[src/rtl/trace_dump.sv]
`default_nettype none
// ============================================================================
//  Module   : trace_dump
//  Purpose  : Unrolls one channel of the 512-entry circular capture RAM,
//             oldest sample first, and hands each sample to the UART one byte
//             at a time over a trmt/tx_done handshake. When the dump ends,
//             normally or by abort, it pulses clr_capture_done.
//  Revision : 1.0  initial release
// ============================================================================
module trace_dump #(
    parameter int DEPTH  = 512,
    parameter int ADDR_W = 9,
    parameter int DATA_W = 8,
    parameter int RD_LAT = 1
) (
    input  logic                clk,
    input  logic                rst,
    input  logic                dump_req,
    input  logic [1:0]          dump_ch,
    input  logic                dump_abort,
    input  logic                capture_done,
    input  logic [ADDR_W-1:0]   trace_end,
    input  logic [4*DATA_W-1:0] rdata,
    input  logic                tx_done,
    output logic                ram_en,
    output logic [ADDR_W-1:0]   ram_addr,
    output logic [DATA_W-1:0]   tx_data,
    output logic                trmt,
    output logic                clr_capture_done,
    output logic                dump_busy,
    output logic                dump_err
);

    localparam logic [2:0] c_S_IDLE = 3'd0;
    localparam logic [2:0] c_S_RD   = 3'd1;
    localparam logic [2:0] c_S_RDW  = 3'd2;
    localparam logic [2:0] c_S_SEND = 3'd3;
    localparam logic [2:0] c_S_TXW  = 3'd4;
    localparam logic [2:0] c_S_FIN  = 3'd5;

    // Count value held while the final (oldest-to-newest last) byte is in flight.
    localparam logic [ADDR_W:0] c_LAST_CNT = (ADDR_W+1)'(DEPTH - 1);
    localparam logic [1:0]      c_RD_LAT   = 2'(RD_LAT);

    logic [2:0]        r_state;
    logic [2:0]        w_state_nxt;
    logic [1:0]        r_ch;
    logic [ADDR_W-1:0] r_rd_ptr;
    logic [ADDR_W:0]   r_cnt;
    logic [DATA_W-1:0] r_tx_data;
    logic [1:0]        r_lat;
    logic              r_dump_err;

    logic              w_accept;
    logic              w_abort;
    logic              w_data_valid;
    logic [DATA_W-1:0] w_rdata_sel;

    assign w_accept     = (r_state == c_S_IDLE) && dump_req && capture_done;
    // Abort only matters while a dump is in progress; FIN already finishes it.
    assign w_abort      = dump_abort && (r_state != c_S_IDLE) && (r_state != c_S_FIN);
    assign w_data_valid = (r_state == c_S_RDW) && (r_lat == c_RD_LAT);
    assign w_rdata_sel  = rdata[r_ch*DATA_W +: DATA_W];

    // State register.
    always_ff @(posedge clk) begin
        if (rst) begin
            r_state <= c_S_IDLE;
        end else begin
            r_state <= w_state_nxt;
        end
    end

    // Next-state decode; an abort overrides every other transition.
    always_comb begin
        w_state_nxt = r_state;
        case (r_state)
            c_S_IDLE: if (w_accept)     w_state_nxt = c_S_RD;
            c_S_RD:                     w_state_nxt = c_S_RDW;
            c_S_RDW:  if (w_data_valid) w_state_nxt = c_S_SEND;
            c_S_SEND:                   w_state_nxt = c_S_TXW;
            c_S_TXW:  if (tx_done)      w_state_nxt = (r_cnt == c_LAST_CNT) ? c_S_FIN : c_S_RD;
            c_S_FIN:                    w_state_nxt = c_S_IDLE;
            default:                    w_state_nxt = c_S_IDLE;
        endcase
        if (w_abort) begin
            w_state_nxt = c_S_FIN;
        end
    end

    // Datapath: dump context, read-latency counter, byte latch, progress counters.
    always_ff @(posedge clk) begin
        if (rst) begin
            r_ch       <= 2'd0;
            r_rd_ptr   <= '0;
            r_cnt      <= '0;
            r_tx_data  <= '0;
            r_lat      <= 2'd0;
            r_dump_err <= 1'b0;
        end else begin
            r_dump_err <= (r_state == c_S_IDLE) && dump_req && !capture_done;
            if (w_accept) begin
                r_ch     <= dump_ch;
                r_rd_ptr <= trace_end + 1'b1;
                r_cnt    <= '0;
            end
            // r_lat reads 1 in the first wait cycle, so data is taken when it equals RD_LAT.
            if (r_state == c_S_RD) begin
                r_lat <= 2'd1;
            end else if ((r_state == c_S_RDW) && (r_lat != c_RD_LAT)) begin
                r_lat <= r_lat + 2'd1;
            end
            if (w_data_valid && !w_abort) begin
                r_tx_data <= w_rdata_sel;
            end
            // Abort wins over a coincident tx_done: the byte is not counted.
            if ((r_state == c_S_TXW) && tx_done && !w_abort) begin
                r_cnt    <= r_cnt + 1'b1;
                r_rd_ptr <= r_rd_ptr + 1'b1;
            end
        end
    end

    assign ram_en           = (r_state == c_S_RD);
    assign ram_addr         = ram_en ? r_rd_ptr : '0;
    assign tx_data          = r_tx_data;
    assign trmt             = (r_state == c_S_SEND) && !dump_abort;
    assign clr_capture_done = (r_state == c_S_FIN);
    assign dump_busy        = (r_state != c_S_IDLE);
    assign dump_err         = r_dump_err;

endmodule
`default_nettype wire

[config.mk]
export PLATFORM = sky130hd
export DESIGN_NAME = trace_dump
export DESIGN_NICKNAME = d
export VERILOG_FILES = /design/src/rtl/trace_dump.sv
export SDC_FILE = /design/constraint.sdc
export NUM_CORES = 1
export LEC_CHECK = 0
export CORE_MARGIN = 5
export CORE_UTILIZATION = 46
export DETAILED_ROUTE_END_ITERATION = 12
export PLACE_DENSITY_LB_ADDON = 0.1
export RECOVER_POWER = 100
export SETUP_SLACK_MARGIN = 0.5
export SYNTH_ARGS = -nofsm -noshare
export SYNTH_HDL_FRONTEND = slang
export SYNTH_SLANG_ARGS = --single-unit
[constraint.sdc]
create_clock -name clk -period 3.2 [get_ports clk]
set_input_delay 0.64 -clock clk [delete_from_list [all_inputs] [get_ports clk]]
set_output_delay 0.64 -clock clk [all_outputs]
set_load 0.03 [all_outputs]
==> results by group, run 1 <==
Finish
  – Layout Nets: 371
  – Post-route insts no fill: between 300 and 400
  – Area of the multi-input gates: ~0.0013 mm^2
  – Diodes inserted: 0
  – Fill cell count: 388
  – Layout cells sized above 1: under 10%
  – Post-route cell area: between 0.002 and 0.003 mm^2
  – Area Growth Syn to Fin: 37.4%
  – FF/Latch Area: about 700 um^2

Routing
  – DRC Markers: 0
  – Routed WL: 5810 um
  – Wire per inst: ~16 um
  – Initial DRC count: 147
  – Vias: 2173
  – Via/cell ratio: 5.84
  – DRT antenna net count: 0
  – 1st-pass router iterations: 4

STA
  – RSZ-0062 raised after global routing: yes
  – Final min period: about 2.8 ns
  – Worst Max-Slew Pin Slew: about 1.4 ns
  – Final setup violation count: 0
  – Achievable Freq: around 360 MHz
  – Headroom to the max-slew limit: roughly 9.8%
  – Final hold viol count: 0
  – Post-route setup TNS: 0 ns
  – Period utilisation layout: 86.1%
  – Max Slew Vio Count: 0
  – Setup Skew: just under 0.005 ns

CTS
  – CTS tree: done
  – Clock tree sinks: 35
  – Skew-Pair Late Insertion Delay: between 0.2 and 0.3 ns
  – Clock Root Buffer: clkbuf_8
  – CTS Buffer Depth: 2
  – Num CTS Buffers: 5
  – Clk slew on worst S/H paths: 0.07 ns
  – H-tree levels: 2

Place
  – I/O Buffers: 70
  – Dpl cell area: approximately 0.0029 mm^2
  – Dpl cells: 364
  – Routability cong.: a little over 0.8
  – DPL Wire Length: roughly 4300 um

Synthesis
  – Synth area leader: dfxtp_1
  – Number of synthesized register bits: 35
  – Ys flop type: dfxtp_1
  – Share of async-settable or async-resettable flops after synthesis: 0%
  – Post-Syn Nets: between 300 and 400
  – Netlist Area Pre-Place: 0.00214 mm^2
  – Synth Instances: about 250
  – Synth unique cells: between 50 and 60
  – Ys Warns: 0
  – Sequential area share after synthesis: 32.7%
  – Top cells by area, synth: dfxtp_1 33%, mux4_2 8.4%, nor2_1 4.9%
  – Syn Area/Cell: between 8 and 9 um^2
  – Number of flops mapped to enable cells by yosys: 0
  – Post-synth top area share: between 30% and 40%

Floorplan
  – Core Area: ~0.0044 mm^2
  – Die Ht: between 70 and 80 um
  – Die ar.: a little over 0.006 mm^2
  – Initial core utilization: about half
  – Boundary Pins: just over 70
  – Std-Cell Rows: 24
  – Die extent in x: 78.2 um

Power and ir drop
  – Worst vdd ir: ~0.4 mV
  – Pwr per Cell Area: between 400 and 500 mW/mm^2
  – Leak: between 1 and 1.5 nW

Worst setup path
  – Worst EP arrival: around 2.9 ns
  – WP data required: approximately 3.4 ns
  – R2R depth: 9
  – Max FO, Critical Path: 11
  – Crit Path Class: in2reg
  – Crit start category: input pin
  – Endpoint class of the critical path: register

Global routing
  – Met1 Track Usage GR: approximately 25%
  – Gr usage total: between 15 and 20%
  – GR peak layer: met2
  – Met3 usage: approximately 6.4%
  – Vias in the first global route: ~2100
  – Initial antenna violation count: 0
  – Met2 usage: a little under a third
  – Pin count of the biggest net entering global routing: 32
  – GRT Residual Overflow: 0
  – Global-route wire length before repair: 9780 um

Flow run
  – Maxcap violations: 0

Hold path
  – Worst hold stages: 1
  – Hold Path Class: reg2reg

Status
  – Status: completed
-- through the flow --
step           setup slack (ns)  hold slack, ns  power (W)  utilization (%)
3_3_place_gp              0.290           0.468   0.000983             64.3
5_1_grt                   0.238           0.506    0.00146             66.2
4_1_cts                   0.535           0.481    0.00140             66.7
6_report                  0.445           0.483    0.00138             66.2
2_1_floorplan             0.538           0.441   0.000821                -
3_5_place_dp              0.238           0.466   0.000991             64.3
-- synth_stat cells, types with 2 or more instances --
| cell | instances |
|---|---|
| o32a_1 | 2 |
| dfxtp_1 | 35 |
| and3_1 | 3 |
| buf_2 | 5 |
| and4_1 | 2 |
| xor2_1 | 2 |
| nor4_1 | 5 |
| clkbuf_1 | 7 |
| o21ai_0 | 9 |
| a211oi_1 | 4 |
| nand2b_1 | 4 |
| nor3_1 | 12 |
| nand2_1 | 25 |
| a31oi_1 | 4 |
| xnor2_1 | 5 |
| nand3_1 | 11 |
| nand3b_1 | 2 |
| a22oi_1 | 2 |
| a21oi_1 | 17 |
| nor4b_1 | 2 |
| nor2_1 | 28 |
| inv_1 | 4 |
| mux2i_1 | 9 |
| o211ai_1 | 2 |
| nand4_1 | 2 |
| a2111oi_0 | 2 |
| buf_6 | 3 |
| mux4_2 | 8 |
| and2_1 | 12 |
| ha_1 | 3 |
-- final cells by class --
cell class,count,area share (%)
inverters,4,0.510
repair buffers,76,24.2
multi-input cells,197,45.3
clock buffers,6,2.80
flip-flops and latches,35,23.8
clock inverters,2,1.19
well taps,52,2.21
-- final timing paths --
path | to | start | slack (ns)
worst max-delay path | r_rd_ptr[8] | dump_abort | 0.45
worst min-delay path | r_cnt[5] | r_cnt[5] | 0.48
worst max register to register | r_rd_ptr[8] | r_state[2] | 0.73
worst min register to register | r_cnt[5] | r_cnt[5] | 0.48
-- state kept, by name (all words and copies together), names as in the netlist --
register  cells
r_lat         2
r_state       3
dump_err      1
r_rd_ptr      9
r_ch          2
r_cnt        10
tx_data       8
-- what timing repair did --
item / 4_1_cts / 5_1_grt
endpoints found under the setup margin: 11 / 3
resized for setup: 11 / 4
hold buffers: 0 / 0
gates cloned: 0 / 0
buffers inserted: 0 / 0
-- cells by family after synthesis --
family	Yosys count	share of synthesized area, %
mux	17	12.6
compound gates	52	16.1
simple gates	118	28.8
xor+xnor	7	2.86
flops	35	32.7
buf+inv	21	5.20
fa+ha+maj	3	1.75
-- per-layer routing --
| metal | vias up | wire [um] |
|---|---|---|
| li1 | 1070 | - |
| met1 | 1007 | 2560 |
| met2 | 90 | 2650 |
| met3 | 6 | 542 |
| met4 | 0 | 59 |
| met5 | - | 0 |
-- power by group --
| group | internal, W | switching [W] | total [W] |
|---|---|---|---|
| Sequential | 0.000471 | 0.0000647 | 0.000536 |
| Combinational | 0.000201 | 0.000225 | 0.000425 |
| Clock | 0.000252 | 0.000164 | 0.000417 |
| Total | 0.000924 | 0.000454 | 0.00138 |
-- placed cells by master (no fill, tap or decap), types with 5 or more instances in the layout --
cell / netlist / layout
clkdlybuf4s50_1: 0 / 47
dfxtp_1: 35 / 35
nor2_1: 28 / 27
nand2_1: 25 / 25
a21oi_1: 17 / 17
nor3_1: 12 / 12
dlygate4sd3_1: 0 / 12
nand3_1: 11 / 11
and2_1: 12 / 10
dlygate4sd2_1: 0 / 10
mux2i_1: 9 / 9
o21ai_0: 9 / 9
mux4_2: 8 / 8
clkbuf_8: 0 / 6
nor4_1: 5 / 5
xnor2_1: 5 / 5
clkbuf_1: 7 / 5
-- critical path: stages --
cell             delay, ns
clkdlybuf4s50_1       0.42
nand4bb_1             0.27
or2_4                 0.33
nand2_1               0.08
nand2_1               0.05
ha_1                  0.26
and4_1                0.21
and4_1                0.20
a2111oi_1             0.25
and3b_1               0.21
(Power assumes the default switching activity.)
==> run 2, diff against run 1 <==
Settings changed: SETUP_SLACK_MARGIN 0.5 to 0.4.
==> run 2 against run 1 <==
  * The run now ends with max-capacitance violations, max-slew violations left
  * Sequential share of layout area is 0.27 points lower
  * Largest cell class unchanged
  * Count of clock-buffer cells in the layout did not move
  * Clock skew shrank 0.00087 ns
  * Maximum frequency decreased by 2.3%
  * Largest power group unchanged
==> results by group, run 2 (synthesized netlist as in run 1, its figures left out) <==
Finish
  – Layout Nets: roughly 370
  – Reg with most FFs: r_cnt
  – Post-route insts no fill: 374
  – Diodes inserted: 0
  – Layout cells sized above 1: approximately a tenth
  – Leading cell types in the layout, fill and taps excluded: 47 x clkdlybuf4s50_1, 34 x dfxtp_1, 27 x nor2_1
  – Fill cell count: 399
  – Max reg flops: 10
  – Area Growth Syn to Fin: 39.3%
  – Most common cell after layout, fill and taps aside: clkdlybuf4s50_1

Worst setup path
  – Worst EP arrival: around 3.0 ns
  – Max FO, Critical Path: 7
  – Critical path, cell by cell: clkdlybuf4s50_1 -> nand4bb_4 -> or2_0 -> nand2_1 -> nand2_1 -> ha_1 -> and4_1 -> and4_1 -> a2111oi_2 -> and3b_1
  – Endpoint class of the critical path: register
  – Crit Path Class: in2reg
  – Max stage delay on crit path: between 0.4 and 0.5 ns
  – CP max stage cell: clkdlybuf4s50_1
  – WP data required: around 3.4 ns
  – Crit start category: input pin

CTS
  – Post-CTS Setup Repair Bufs: 0
  – H-tree levels: 2
  – Skew-Pair Late Insertion Delay: 0.29 ns
  – Clock tree sinks: 35
  – Clock Root Buffer: clkbuf_8
  – Hold_buf cts: 0
  – Clk slew on worst S/H paths: about 0.070 ns
  – CTS Buffer Depth: 2
  – Num CTS Buffers: 5
  – CTS tree: done

Routing
  – Routed WL: a little under 6000 um
  – DRC Markers: 0
  – DRT antenna net count: 0
  – Initial DRC count: roughly 100
  – Vias: approximately 2200
  – 1st-pass router iterations: 4
  – Wire per inst: about 16 um
  – Via/cell ratio: 5.76

Floorplan
  – Core Area: roughly 0.0044 mm^2
  – Std-Cell Rows: 24
  – Die ar.: 0.00612 mm^2
  – Boundary Pins: 71
  – Die extent in x: between 70 and 80 um
  – Initial core utilization: about 48%
  – Die Ht: 78.2 um

Place
  – Dpl cells: between 300 and 400
  – I/O Buffers: 70
  – DPL Wire Length: around 4400 um
  – Place WS: between 0.1 and 0.15 ns
  – Routability cong.: 0.854

Global routing
  – Gr usage total: between 10% and 20%
  – Vias in the first global route: between 1500 and 2000
  – Initial antenna violation count: 0
  – GRT Residual Overflow: 0
  – Pin count of the biggest net entering global routing: 36
  – Global-route wire length before repair: 9670 um

STA
  – Final worst setup slack: approximately 0.38 ns
  – Final hold viol count: 0
  – RSZ-0062 raised after global routing: no
  – Max Slew Vio Count: 36
  – Setup Skew: 0.00402 ns
  – Worst Max-Slew Pin Slew: 1.60 ns
  – Post-route setup TNS: 0 ns
  – Achievable Freq: between 300 and 400 MHz
  – Final min period: ~2.8 ns
  – Final setup violation count: 0
  – Period utilisation layout: around 88%
  – Headroom to the max-slew limit: -6.71%

Flow run
  – Maxcap violations: 1

Status
  – Failing checks: max-capacitance violations, max-slew violations
  – Status: finished with violations

Hold path
  – Hold Path Class: reg2reg

Power and ir drop
  – Worst vdd ir: just under 0.3 mV
  – Pwr Total: approximately 0.0014 W
  – Leak: ~1.1 nW
  – Pwr per Cell Area: roughly 470 mW/mm^2
[run 2: cell types whose count changed in the layout (fill, tap and decap cells not counted), sizes merged]
cell,change
buf,+4
dlygate4sd2,-10
dlygate4sd3,+8
[run 2: area by class of cell]
cell class	count	area, um^2	share of cell area, %
Multi-Input combinational cell	197	1350	45.2
Inverter	4	15.0	0.503
Sequential cell	35	702	23.5
Timing Repair Buffer	78	734	24.6
Clock inverter	2	35.0	1.17
Clock buffer	6	82.6	2.77
Tap cell	52	65.1	2.18
[run 2: report_power, final]
| group | total (W) | leakage [nW] | internal [W] | switching [W] |
|---|---|---|---|---|
| Clock | 0.000419 | 0.0612 | 0.000252 | 0.000167 |
| Combinational | 0.000444 | 0.788 | 0.000214 | 0.000230 |
| Sequential | 0.000539 | 0.284 | 0.000473 | 0.0000665 |
[run 2: worst paths after layout]
path | to | startpoint | cells after the start | slack [ns]
worst max-delay path | r_rd_ptr[8] | dump_abort | 10 | 0.38
worst min-delay path | tx_data[3] | tx_data[3] | 2 | 0.49
worst max register to register | r_rd_ptr[8] | r_state[2] | 9 | 0.67
worst min register to register | tx_data[3] | tx_data[3] | 2 | 0.49
[run 2: per-layer routing]
layer	global-route usage [%]	share of wire (%)	vias up
li1	-	-	1072
met1	27.0	48	1001
met2	29.2	44	73
met3	4.92	6.4	7
met4	7.17	1.2	0
met5	0	0	-
[run 2: what timing repair did]
action,CTS,global route
gates resized for setup,1,7
endpoints found under the setup margin,9,4
cloned,0,0
[run 2: through the flow]
step / area (um^2) / hold slack (ns) / util (%)
final: 2980 / 0.491 / 67.1
after global routing: 2980 / 0.525 / 67.1
after CTS: 2990 / 0.496 / 67.3
after detailed placement: 2870 / 0.484 / 64.6
after global placement: 2870 / 0.466 / 64.6
after floorplan: 2140 / 0.441 / -
[run 2: critical path: cells and delay by family]
kind / cells / cell delay [ns]
simple gates: 7 / 1.41
buf+inv: 1 / 0.43
compound gates: 1 / 0.31
fa+ha+maj: 1 / 0.21
==> run 3, diff against run 2 <==
Settings changed: ABC_AREA from default to 1.
==> run 3 against run 2 <==
  * The flow now finishes without violations
  * Largest cell class unchanged
  * Area after synthesis fell by 1.3%
  * Worst setup slack improved by 0.14 ns
  * Sequential power rose by 4.3%
  * Combinational power rose by 27%
  * Cell area fell by 3.1%
  * Count of clock-buffer cells in the layout fell by 1
  * Clock skew rose by 0.0056 ns
  * Power rose by 9.2%
  * Utilization fell by 1.7 points
==> results by group, run 3 <==
Synthesis
  – Top cells by area, synth: dfxtp_1 33%, nor2_1 10%, o21ai_0 10%
  – Post-synth top area share: around a third
  – Share of async-settable or async-resettable flops after synthesis: 0%
  – Most frequent cell after synthesis: nor2_1
  – Synth unique cells: 29
  – Sequential area share after synthesis: between 30% and 40%
  – Ys Warns: 0
  – Synth area leader: dfxtp_1
  – Post-Syn Nets: ~380
  – Syn Area/Cell: about 6.5 um^2
  – Synth Instances: roughly 330
  – Ys flop type: dfxtp_1
  – Number of synthesized register bits: 35
  – Netlist Area Pre-Place: ~0.0021 mm^2
  – Number of flops mapped to enable cells by yosys: 0
  – Top cells by count, synth: 59 x nor2_1, 45 x inv_1, 45 x nand2_1

CTS
  – Clock tree sinks: 35
  – Hold_buf cts: 0
  – H-tree levels: 2
  – Num CTS Buffers: 5
  – Post-CTS Setup Repair Bufs: 0
  – Clk slew on worst S/H paths: 0.08 ns
  – CTS tree: done
  – Clock Root Buffer: clkbuf_8
  – CTS Buffer Depth: 2
  – Skew-Pair Late Insertion Delay: ~0.29 ns
  – Post-CTS Resized: 0

Finish
  – Reg with most FFs: r_cnt
  – Layout Nets: 444
  – Area Growth Syn to Fin: 36.7%
  – Layout cells sized above 1: ~4.3%
  – Most common cell after layout, fill and taps aside: nor2_1
  – Leading cell types in the layout, fill and taps excluded: 61 x nor2_1, 47 x nand2_1, 46 x inv_1, 46 x clkdlybuf4s50_1, 45 x o21ai_0
  – Max reg flops: 10
  – Diodes inserted: 0

Floorplan
  – Std-Cell Rows: 24
  – Core Area: 0.00441 mm^2
  – Die ar.: a little over 0.006 mm^2
  – Initial core utilization: 47.9%
  – Boundary Pins: between 70 and 80
  – Die Ht: around 78 um
  – Die extent in x: 77.8 um

STA
  – Max Slew Vio Count: 0
  – Final hold viol count: 0
  – RSZ-0062 raised after global routing: no
  – Period utilisation layout: 83.7%
  – Worst Max-Slew Pin Slew: 0.669 ns
  – Achievable Freq: approximately 370 MHz
  – Setup Skew: about 0.0096 ns
  – WHS: approximately 0.47 ns
  – Final min period: around 2.7 ns
  – Headroom to the max-slew limit: roughly 55%
  – Post-route setup TNS: 0 ns
  – Final setup violation count: 0

Worst setup path
  – CP bufs+invs: 3
  – Worst EP arrival: about 2.0 ns
  – Crit Path Class: reg2out
  – Max FO, Critical Path: 12
  – Top Family by Delay on Critical Path: buffers and inverters
  – Max stage delay on crit path: around 0.75 ns
  – Crit path from: r_state[0]
  – RR Startpoint: r_state[1]
  – Crit start category: register
  – Critical path, cell by cell: inv_1 -> nor3_1 -> inv_2 -> nor2_1 -> dlygate4sd3_1
  – WP data required: roughly 2.6 ns
  – CP max stage cell: dlygate4sd3_1
  – Endpoint class of the critical path: output port

Global routing
  – Gr usage total: between 10% and 20%
  – Vias in the first global route: roughly 2100
  – Initial antenna violation count: 0
  – Global-route wire length before repair: approximately 9500 um
  – GRT Residual Overflow: 0
  – Pin count of the biggest net entering global routing: 25

Routing
  – Routed WL: approximately 5500 um
  – DRT antenna net count: 0
  – Via/cell ratio: a little over 5
  – 1st-pass router iterations: 4
  – Wire per inst: roughly 12 um
  – DRC Markers: 0
  – Initial DRC count: approximately 130
  – Vias: 2240

Hold path
  – Hold Path Class: reg2reg
  – Hold path start: r_cnt[9]

Place
  – DPL Wire Length: 4190 um
  – Routability cong.: 0.852
  – I/O Buffers: 70

Power and ir drop
  – Leak: around 1.3 nW
  – Worst vdd ir: 0.424 mV
  – Pwr per Cell Area: ~530 mW/mm^2

Status
  – Status: completed

Flow run
  – Maxcap violations: 0
==> run 3: report_power, final <==
| part | internal, W | switching (W) | leakage (nW) |
|---|---|---|---|
| clock | 0.000232 | 0.000171 | 0.0581 |
| sequential | 0.000496 | 0.0000657 | 0.285 |
| combinational | 0.000213 | 0.000353 | 0.955 |
| total | 0.000942 | 0.000589 | 1.30 |
==> run 3: stage by stage <==
| step | util, % | total power, W | cells | setup WS [ns] | area, um^2 |
|---|---|---|---|---|---|
| 3_5_place_dp | 63.7 | 0.00116 | 437 | 0.553 | 2810 |
| 5_1_grt | 65.4 | 0.00164 | 445 | 0.300 | 2890 |
| 6_report | 65.4 | 0.00153 | 445 | 0.521 | 2890 |
| 4_1_cts | 66.3 | 0.00157 | 445 | 0.434 | 2930 |
| 3_3_place_gp | 63.7 | 0.00116 | 437 | 0.579 | 2810 |
| 2_1_floorplan | - | 0.000963 | 327 | 0.621 | 2110 |
==> run 3: cells by family after synthesis <==
family	after synthesis	synth area share [%]
buf+inv	60	11.7
simple gates	147	31.1
fa+ha+maj	3	1.78
flops	35	33.2
compound gates	80	21.4
xor+xnor	2	0.829
==> run 3: final cells by class <==
cell class / instances / area, um^2
clock buffers: 5 / 68.8
clock inverters: 3 / 43.8
fillers: 423 / 1530
inverters: 48 / 180
multi-input cells: 232 / 1130
flip-flops and latches: 35 / 701
well taps: 52 / 65.1
repair buffers: 70 / 701
==> run 3: tightest hold or removal path, cell delays in order, from the launching register on <==
cell	delay, ns
dfxtp_1	0.32
nand2_1	0.06
a21oi_1	0.05
==> run 3: final timing paths <==
| check | to | slack (ns) | cells after the start |
|---|---|---|---|
| worst max register to register | r_cnt[5] | 0.91 | 8 |
| worst max-delay path | ram_addr[1] | 0.52 | 5 |
| worst min register to register | r_cnt[9] | 0.47 | 2 |
| worst min-delay path | r_cnt[9] | 0.47 | 2 |
==> run 3: layer usage <==
layer | vias to the layer above | wire length, um | GRT usage, % | share of wire, %
met5 | - | 0 | 0 | 0
met4 | 0 | 37 | 4.12 | 0.67
met3 | 5 | 492 | 7.06 | 8.9
met2 | 67 | 2560 | 31.7 | 46
met1 | 972 | 2440 | 22.3 | 44
li1 | 1196 | - | - | -
